<file path="config.mk">
export PLATFORM = sky130hd
export DESIGN_NAME = wb_arbiter
export DESIGN_NICKNAME = d
export VERILOG_FILES = /design/src/rtl/wb_arbiter.sv
export SDC_FILE = /design/constraint.sdc
export NUM_CORES = 1
export LEC_CHECK = 0
export ABC_AREA = 1
export ABC_CLOCK_PERIOD_IN_PS = 3600
export CORE_ASPECT_RATIO = 1.2
export CORE_MARGIN = 2
export CORE_UTILIZATION = 50
export CTS_CLUSTER_DIAMETER = 50
export DETAILED_ROUTE_END_ITERATION = 16
export PLACE_DENSITY = 0.82
export SETUP_SLACK_MARGIN = 0.4
export SYNTH_ARGS = -nofsm -noshare
export SYNTH_HDL_FRONTEND = slang
export SYNTH_SLANG_ARGS = --single-unit
</file>
<file path="constraint.sdc">
create_clock -name clk -period 3.6 [get_ports clk]
set_input_delay 0.36 -clock clk [delete_from_list [all_inputs] [get_ports clk]]
set_output_delay 0.36 -clock clk [all_outputs]
set_load 0.01 [all_outputs]
</file>
<file path="src/rtl/wb_arbiter.sv">
// rtl/wb_arbiter.sv - writeback arbiter for the shared register file write port and CDB
// Per-unit result FIFOs are drained round-robin, one result per cycle.
// The granted entry is registered onto wb_* and cdb_*.

module wb_arbiter #(
  parameter int PHYS_REG_BITS = 6,
  parameter int ROB_IDX_BITS  = 5,
  parameter int NUM_REQ       = 4,
  parameter int FIFO_DEPTH    = 2
) (
  input  logic                               clk,
  input  logic                               rst,
  input  logic                               flush,
  input  logic [NUM_REQ-1:0]                 req_valid,
  output logic [NUM_REQ-1:0]                 req_ready,
  input  logic [NUM_REQ-1:0]                 req_has_rd,
  input  logic [NUM_REQ*PHYS_REG_BITS-1:0]   req_pd,
  input  logic [NUM_REQ*32-1:0]              req_data,
  input  logic [NUM_REQ*ROB_IDX_BITS-1:0]    req_rob,
  output logic                               wb_we,
  output logic [PHYS_REG_BITS-1:0]           wb_pd,
  output logic [31:0]                        wb_data,
  output logic                               cdb_valid,
  output logic [PHYS_REG_BITS-1:0]           cdb_pd,
  output logic [ROB_IDX_BITS-1:0]            cdb_rob,
  output logic [$clog2(NUM_REQ)-1:0]         grant_idx
);

  localparam int GW = $clog2(NUM_REQ);
  localparam int PW = $clog2(FIFO_DEPTH);
  localparam int CW = PW + 1;
  localparam int EW = 1 + PHYS_REG_BITS + 32 + ROB_IDX_BITS;

  // Entry layout: {has_rd, pd, data, rob}
  logic [EW-1:0] r_mem    [NUM_REQ][FIFO_DEPTH];
  logic [PW-1:0] r_wr_ptr [NUM_REQ];
  logic [PW-1:0] r_rd_ptr [NUM_REQ];
  logic [CW-1:0] r_cnt    [NUM_REQ];
  logic [GW-1:0] r_rr_ptr;

  logic               w_clear;
  logic [NUM_REQ-1:0] w_push;
  logic [NUM_REQ-1:0] w_pop;
  logic [NUM_REQ-1:0] w_nonempty;
  logic               w_grant;
  logic [GW-1:0]      w_gidx;
  logic [GW:0]        w_idx;
  logic [EW-1:0]      w_entry;

  assign w_clear = rst | flush;

  always_comb begin
    req_ready  = '0;
    w_nonempty = '0;
    for (int i = 0; i < NUM_REQ; i++) begin
      req_ready[i]  = (r_cnt[i] < CW'(FIFO_DEPTH)) && !w_clear;
      w_nonempty[i] = (r_cnt[i] != '0);
    end
  end

  assign w_push = req_valid & req_ready;

  // Walk the rotation from the far end so the requester closest to r_rr_ptr wins last.
  always_comb begin
    w_grant = 1'b0;
    w_gidx  = '0;
    w_idx   = '0;
    for (int k = NUM_REQ - 1; k >= 0; k--) begin
      w_idx = {1'b0, r_rr_ptr} + (GW+1)'(k);
      if (w_idx >= (GW+1)'(NUM_REQ))
        w_idx = w_idx - (GW+1)'(NUM_REQ);
      if (w_nonempty[w_idx[GW-1:0]]) begin
        w_grant = 1'b1;
        w_gidx  = w_idx[GW-1:0];
      end
    end
  end

  always_comb begin
    w_pop = '0;
    for (int i = 0; i < NUM_REQ; i++)
      w_pop[i] = w_grant && (w_gidx == GW'(i));
  end

  assign w_entry = r_mem[w_gidx][r_rd_ptr[w_gidx]];

  always_ff @(posedge clk) begin
    for (int i = 0; i < NUM_REQ; i++) begin
      if (w_push[i])
        r_mem[i][r_wr_ptr[i]] <= {req_has_rd[i],
                                  req_pd[i*PHYS_REG_BITS +: PHYS_REG_BITS],
                                  req_data[i*32 +: 32],
                                  req_rob[i*ROB_IDX_BITS +: ROB_IDX_BITS]};
    end
  end

  always_ff @(posedge clk) begin
    if (w_clear) begin
      for (int i = 0; i < NUM_REQ; i++) begin
        r_wr_ptr[i] <= '0;
        r_rd_ptr[i] <= '0;
        r_cnt[i]    <= '0;
      end
      r_rr_ptr <= '0;
    end else begin
      for (int i = 0; i < NUM_REQ; i++) begin
        if (w_push[i])
          r_wr_ptr[i] <= r_wr_ptr[i] + PW'(1);
        if (w_pop[i])
          r_rd_ptr[i] <= r_rd_ptr[i] + PW'(1);
        case ({w_push[i], w_pop[i]})
          2'b10:   r_cnt[i] <= r_cnt[i] + CW'(1);
          2'b01:   r_cnt[i] <= r_cnt[i] - CW'(1);
          default: r_cnt[i] <= r_cnt[i];
        endcase
      end
      if (w_grant)
        r_rr_ptr <= (w_gidx == GW'(NUM_REQ - 1)) ? '0 : w_gidx + GW'(1);
    end
  end

  always_ff @(posedge clk) begin
    if (w_clear || !w_grant) begin
      cdb_valid <= 1'b0;
      cdb_pd    <= '0;
      cdb_rob   <= '0;
      grant_idx <= '0;
      wb_we     <= 1'b0;
      wb_pd     <= '0;
      wb_data   <= '0;
    end else begin
      cdb_valid <= 1'b1;
      cdb_pd    <= w_entry[EW-2 -: PHYS_REG_BITS];
      cdb_rob   <= w_entry[ROB_IDX_BITS-1:0];
      grant_idx <= w_gidx;
      wb_we     <= w_entry[EW-1];
      wb_pd     <= w_entry[EW-2 -: PHYS_REG_BITS];
      wb_data   <= w_entry[ROB_IDX_BITS+31 -: 32];
    end
  end

endmodule

</file>
==> key figures, run 1 <==
Final layout
  • Share of layout cells above drive strength 1: 6.690%
  • Layout Cells excl Fill: 2157
  • Syn-to-layout area delta: 25.36%
  • Design area: 0.02102 mm2
  • Fin nets: 1861

Yosys
  • Area leader, netlist: edfxtp_1
  • Synth top area share: 65.91%
  • Synth Net Count: 1639
  • Synth warn: 0
  • #FFs+latches synth: 417
  • Cells after Synth: 1449
  • Synth cell types: 28
  • Mapped Area: 0.01677 mm2
  • Synth top area cells: edfxtp_1, nand2_1, nand3_1
  • Post-Syn Area per Cell: 11.57 um2
  • Fraction of the yosys area taken by sequential cells: 71.76%

Worst setup path
  • Worst EP arrival: 3.25 ns
  • Max FO, Critical Path: 21
  • Kind of start point of the critical path: register
  • Crit Path Class: register to register
  • CP Data Required Time: 3.88 ns
  • Crit. End Element: register

Drt
  • Final ANT Viol Nets: 0
  • Via density: 5.538
  • Number of remaining DRC errors: 0
  • WL per Instance: 20.25 um
  • Iteration-0 DRC Markers: 1087
  • DRT Pass-1 Iters: 5
  • Vias: 11950
  • Final wirelength: 43680 um

GRT
  • Largest net degree at the start of global routing: 92
  • First-pass GRT wire length: 66090 um
  • Gr usage total: 24.96%
  • Vias in the first global route: 12320
  • Grt total ovfl: 0
  • Antenna violations before repair: 2

Clocking
  • Post-CTS Resized: 0
  • Root Driver: clkbuf_16
  • Clk_lat worst skew: 0.53 ns
  • CTS tree: done
  • # hold bufs at CTS: 0
  • Total CTS buffers: 42
  • Deepest clock path buffer count: 3
  • Post-CTS setup buffers: 0
  • Clk slew on worst S/H paths: 0.06 ns
  • Clk sinks: 417
  • H-Tree Level Count: 2

Timing
  • Slew HR: 44.47%
  • RSZ-0062 raised after global routing: false
  • Worst-Margin Slew: 0.8330 ns
  • Final hold viol count: 0
  • Setup TNS: 0 ns
  • Minimum clock period: 2.962 ns
  • Hold WS: 0.4001 ns
  • Maximum clock frequency: 337.6 MHz
  • Final Skew: 0.01930 ns
  • Pins Over Slew Limit: 0
  • Final period utilization: 82.27%
  • Final setup viols: 0

Die
  • Die width: 171.2 um
  • Total die area: 0.03502 mm2
  • Core Region: 0.03306 mm2
  • Cell Rows: 73
  • Starting density of the core: 50.71%
  • Die Height: 204.6 um
  • IO Count: 240

Place
  • Final HPWL DP: 26490 um
  • Routability-driven placement congestion ratio: 0.8400
  • Placed cell count: 2077
  • Area after DPL: 0.01959 mm2
  • IO Port Bufs: 239

Status
  • Status: completed

Flow run
  • Maxcap violations: 0

Hold path
  • HP Class: input port to register
## Yosys cell counts
cell      number
nand2_4        2
a31oi_1        1
nor2_1       162
xor2_1         3
a21oi_1        4
nand3b_1      44
buf_6          5
nand2_1      318
o21ai_1       17
nand2_2        1
o21ai_0       76
nor2_2         1
dfxtp_1       49
edfxtp_1     368
clkbuf_1      28
buf_1          1
a211oi_1       2
buf_4         20
nand3_1      231
clkinv_2       1
nor4_1         1
inv_2          4
inv_1         59
nor3_2         1
a21oi_2        1
ha_1           7
buf_2         38
nor3_1         4
## worst paths after layout
| check | start | endpoint | slack, ns | cells past startpoint |
|---|---|---|---|---|
| worst max-delay path | r_cnt[3][0] | r_cnt[0][1] | 0.64 | 16 |
| worst min-delay path | req_data[94] | r_mem[2][35] | 0.40 | 1 |
| worst min register to register | r_rr_ptr[1] | r_rr_ptr[1] | 0.57 | 2 |
| worst max register to register | r_cnt[3][0] | r_cnt[0][1] | 0.64 | 16 |
## layout by cell type, fill, tap and decap left out, types with 7 or more instances in the layout
cell type	count
edfxtp_1	368
nand2_1	317
clkdlybuf4s50_1	239
nand3_1	231
nor2_1	154
o21ai_0	76
inv_1	59
dfxtp_1	49
clkbuf_16	45
nand3b_1	44
buf_4	23
o21ai_1	16
nor2_4	8
clkbuf_1	8
clkinv_2	7
ha_1	7
clkinv_1	7
## cell families after synthesis
logic type / share of synthesized area (%)
AND/OR/NAND/NOR: 20.04
flip-flops: 71.76
buffers and inverters: 4.455
AO/OA/AOI/OAI: 3.074
adder cells (fa/ha/maj): 0.5223
XOR/XNOR: 0.1567
## layer usage
layer,global-route usage (%),wire length (um),up-vias
met5,0,27,-
met4,13.56,2062,4
met3,4.463,3637,141
met2,43.84,22450,628
met1,28.90,15500,5705
li1,-,-,5467
## area by class of cell
class / count / area (um2)
clock buffers: 55 / 1184
fillers: 2428 / 12050
inverters: 64 / 241.5
repair buffers: 270 / 2693
well taps: 450 / 563.0
multi-input cells: 876 / 4081
diodes: 3 / 7.507
flip-flops and latches: 417 / 12030
clock inverters: 22 / 217.7
## stage by stage
step	worst slack (ns)	util, %
floorplan	0.1125	-
global placement	0.7631	59.26
detailed placement	0.5847	59.26
CTS	0.5608	63.49
global route	0.3937	63.55
finish	0.6382	63.57
## critical path: stages (launching register included)
cell and delay (ns):
edfxtp_1 0.39, inv_1 0.10, ha_1 0.15, nand2_1 0.08
nand3_1 0.20, nand2_1 0.19, inv_1 0.13, nand2_1 0.10
nand2_4 0.11, nand2_8 0.07, inv_2 0.42, nor2_1 0.09
nand2_1 0.17, inv_1 0.06, ha_1 0.19, o21ai_0 0.19
a21oi_1 0.06
## state kept, by name (all words and copies together), names as in the netlist
| name | cells |
|---|---|
| cdb_pd | 6 |
| r_mem | 352 |
| r_rr_ptr | 2 |
| cdb_rob | 5 |
| wb_data | 32 |
| r_rd_ptr | 4 |
| r_cnt | 8 |
| grant_idx | 2 |
| r_wr_ptr | 4 |
| cdb_valid | 1 |
| wb_we | 1 |
Power of run 1 is left out: the tool's default activity adds up to more than one toggle a clock period on the data nets, which glitch-free logic cannot reach.
==> inputs of run 2 (changes only) <==
--- a/config.mk
+++ b/config.mk
@@ -6,7 +6,7 @@
 export NUM_CORES = 1
 export LEC_CHECK = 0
 export ABC_AREA = 1
-export ABC_CLOCK_PERIOD_IN_PS = 3600
+export ABC_CLOCK_PERIOD_IN_PS = 2820
 export CORE_ASPECT_RATIO = 1.2
 export CORE_MARGIN = 2
 export CORE_UTILIZATION = 50
==> constraint.sdc (replaced) <==
create_clock -name clk -period 2.82 [get_ports clk]
set_input_delay 0.282 -clock clk [delete_from_list [all_inputs] [get_ports clk]]
set_output_delay 0.282 -clock clk [all_outputs]
set_load 0.01 [all_outputs]
==> run 2 against run 1 <==
Net effect:
- cell area increased by 6.2%
- critical path depth stayed put
- sequential cell count unchanged
- first-iteration DRC count rose by 55%
- via count up 5.6%
- hold slack got worse by 0.073 ns
- wire length is 16% higher
- utilization is 3.9 points higher
- critical endpoint is now r_cnt[2][1]
- highest routed layer unchanged
==> key figures, run 2 (same netlist as run 1, synthesis figures left out) <==
Die
  • Core Region: 0.03306 mm2 (unchanged)
  • Die Height: 204.6 um (unchanged)
  • IO Count: 240 (unchanged)
  • Starting density of the core: 50.71% (unchanged)
  • Cell Rows: 73 (unchanged)
  • Die width: 171.2 um (unchanged)
  • Total die area: 0.03502 mm2 (unchanged)

Timing
  • Hold WS: 0.3271 ns (-0.07303 ns)
  • Minimum clock period: 2.488 ns (-0.4738 ns)
  • RSZ-0062 raised after global routing: true
  • Final hold viol count: 0 (unchanged)
  • Pins Over Slew Limit: 0 (unchanged)
  • Final setup viols: 0 (unchanged)
  • Final Skew: 0.02017 ns (+0.0008712 ns)
  • Setup TNS: 0 ns (unchanged)
  • Maximum clock frequency: 401.9 MHz (+19%)
  • Worst-Margin Slew: 0.4239 ns (-0.4091 ns)
  • Final period utilization: 88.23% (+6.0 points)
  • Slew HR: 71.67% (+27 points)

Worst setup path
  • Crit. End Element: register
  • Max FO, Critical Path: 5 (-76%)
  • Worst EP arrival: 2.78 ns (-0.47 ns)
  • Kind of start point of the critical path: register
  • CP Data Required Time: 3.11 ns (-0.77 ns)
  • Crit Path Class: register to register

Drt
  • DRT Pass-1 Iters: 8 (+3)
  • Final ANT Viol Nets: 0 (unchanged)
  • Vias: 12620 (+5.6%)
  • Via density: 5.742 (+3.7%)
  • WL per Instance: 23.15 um (+14%)
  • Iteration-0 DRC Markers: 1683 (+55%)
  • Number of remaining DRC errors: 0 (unchanged)
  • Final wirelength: 50860 um (+16%)

Clocking
  • Clk slew on worst S/H paths: 0.06 ns (about the same)
  • Clk sinks: 417 (unchanged)
  • Root Driver: clkbuf_16
  • CTS tree: done
  • Total CTS buffers: 43 (+2.4%)
  • Clk_lat worst skew: 0.54 ns (about the same)
  • Deepest clock path buffer count: 3 (unchanged)
  • H-Tree Level Count: 2 (unchanged)

Hold path
  • HP Class: input port to register

Final layout
  • Fin nets: 1902 (+2.2%)
  • Share of layout cells above drive strength 1: 12.14% (+5.5 points)
  • Final Util: 67.49% (+3.9 points)
  • Commonest non-fill, non-tap cell in the layout: edfxtp_1
  • Commonest non-fill, non-tap cells in the layout: edfxtp_1, nand2_1, clkdlybuf4s50_1, nand3_1, nor2_1
  • Largest register FFs: 352 (unchanged)
  • Syn-to-layout area delta: 33.09%

Status
  • Status: completed

GRT
  • Largest net degree at the start of global routing: 67 (-27%)
  • Grt total ovfl: 0 (unchanged)
  • Vias in the first global route: 12570 (+2.0%)
  • First-pass GRT wire length: 70210 um (+6.2%)
  • Antenna violations before repair: 3 (+1)
  • Gr usage total: 26.90% (+1.9 points)

Place
  • Routability-driven placement congestion ratio: 0.8173 (-2.7%)
  • Final HPWL DP: 26050 um (-1.7%)
  • IO Port Bufs: 239 (unchanged)

Flow run
  • Maxcap violations: 0 (unchanged)
## run 2: cell types whose count changed in the layout (fill, tap and decap cells not counted), sizes merged
cell,change
clkinvlp,+2
buf,+31
clkbuf,+7
clkinv,+2
inv,-2
diode,-2
bufinv,+2
## run 2: routing by layer
metal	track usage, %	vias to the layer above	share of wire, %
met5	0	-	0.049
met4	14.35	4	5.3
met3	4.695	194	10
met2	46.86	887	51
met1	31.69	5967	34
li1	-	5563	-
## run 2: area by class of cell
class	count	area [um2]
tap	450	563.0
inverter	64	277.8
sequential	417	12040
fill	2270	10750
timing repair buffer	309	3576
clock buffer	54	1180
multi-input combinational	876	4379
clock inverter	25	291.5
antenna	1	2.502
timing repair inverter	1	8.758
## run 2: worst paths after layout
kind                 startpoint           end  slack, ns  cells past startpoint
setup / recovery    r_cnt[3][1]   r_cnt[2][1]       0.33                     16
hold / removal    req_data[114]  r_mem[3][67]       0.33                      1
setup reg to reg    r_cnt[3][1]   r_cnt[2][1]       0.33                     16
hold reg to reg     r_rd_ptr[0]   r_rd_ptr[0]       0.58                      1
## run 2: metrics by stage
step	instance area, um2	worst slack (ns)	cells
detailed placement	19780	0.2161	2079
CTS	21630	0.3833	2170
global placement	19780	0.3448	2079
finish	22320	0.3319	2197
global route	22320	0.2518	2197
floorplan	16790	0.1244	1449
## run 2: timing repair
action | in CTS | in global routing
hold buffers | 0 | 0
gates cloned | 6 | 11
buffers inserted | 6 | 15
endpoints found under the setup margin | 54 | 59
resized for setup | 37 | 81
pin swaps | 5 | 19
## run 2: critical path, stage by stage (launching register included)
cell	delay (ns)
edfxtp_1	0.42
inv_2	0.14
ha_4	0.16
nand2_4	0.06
nand2_2	0.06
nor2_1	0.05
nand2_1	0.07
nand2_1	0.06
nand2_1	0.10
nand2_2	0.10
o21ai_4	0.22
buf_12	0.15
buf_8	0.12
nor2_2	0.05
ha_1	0.21
o21ai_0	0.20
a21oi_1	0.06
Power of run 2 is left out for the same reason.
==> inputs of run 3 (changes only) <==
--- a/config.mk
+++ b/config.mk
@@ -12,6 +12,7 @@
 export CORE_UTILIZATION = 50
 export CTS_CLUSTER_DIAMETER = 50
 export DETAILED_ROUTE_END_ITERATION = 16
+export GPL_ROUTABILITY_DRIVEN = 0
 export PLACE_DENSITY = 0.82
 export SETUP_SLACK_MARGIN = 0.4
 export SYNTH_ARGS = -nofsm -noshare
==> results of run 3 <==
The final DEF is identical to that of run 2; final timing and power are the same.
Power of run 3 is left out for the same reason.
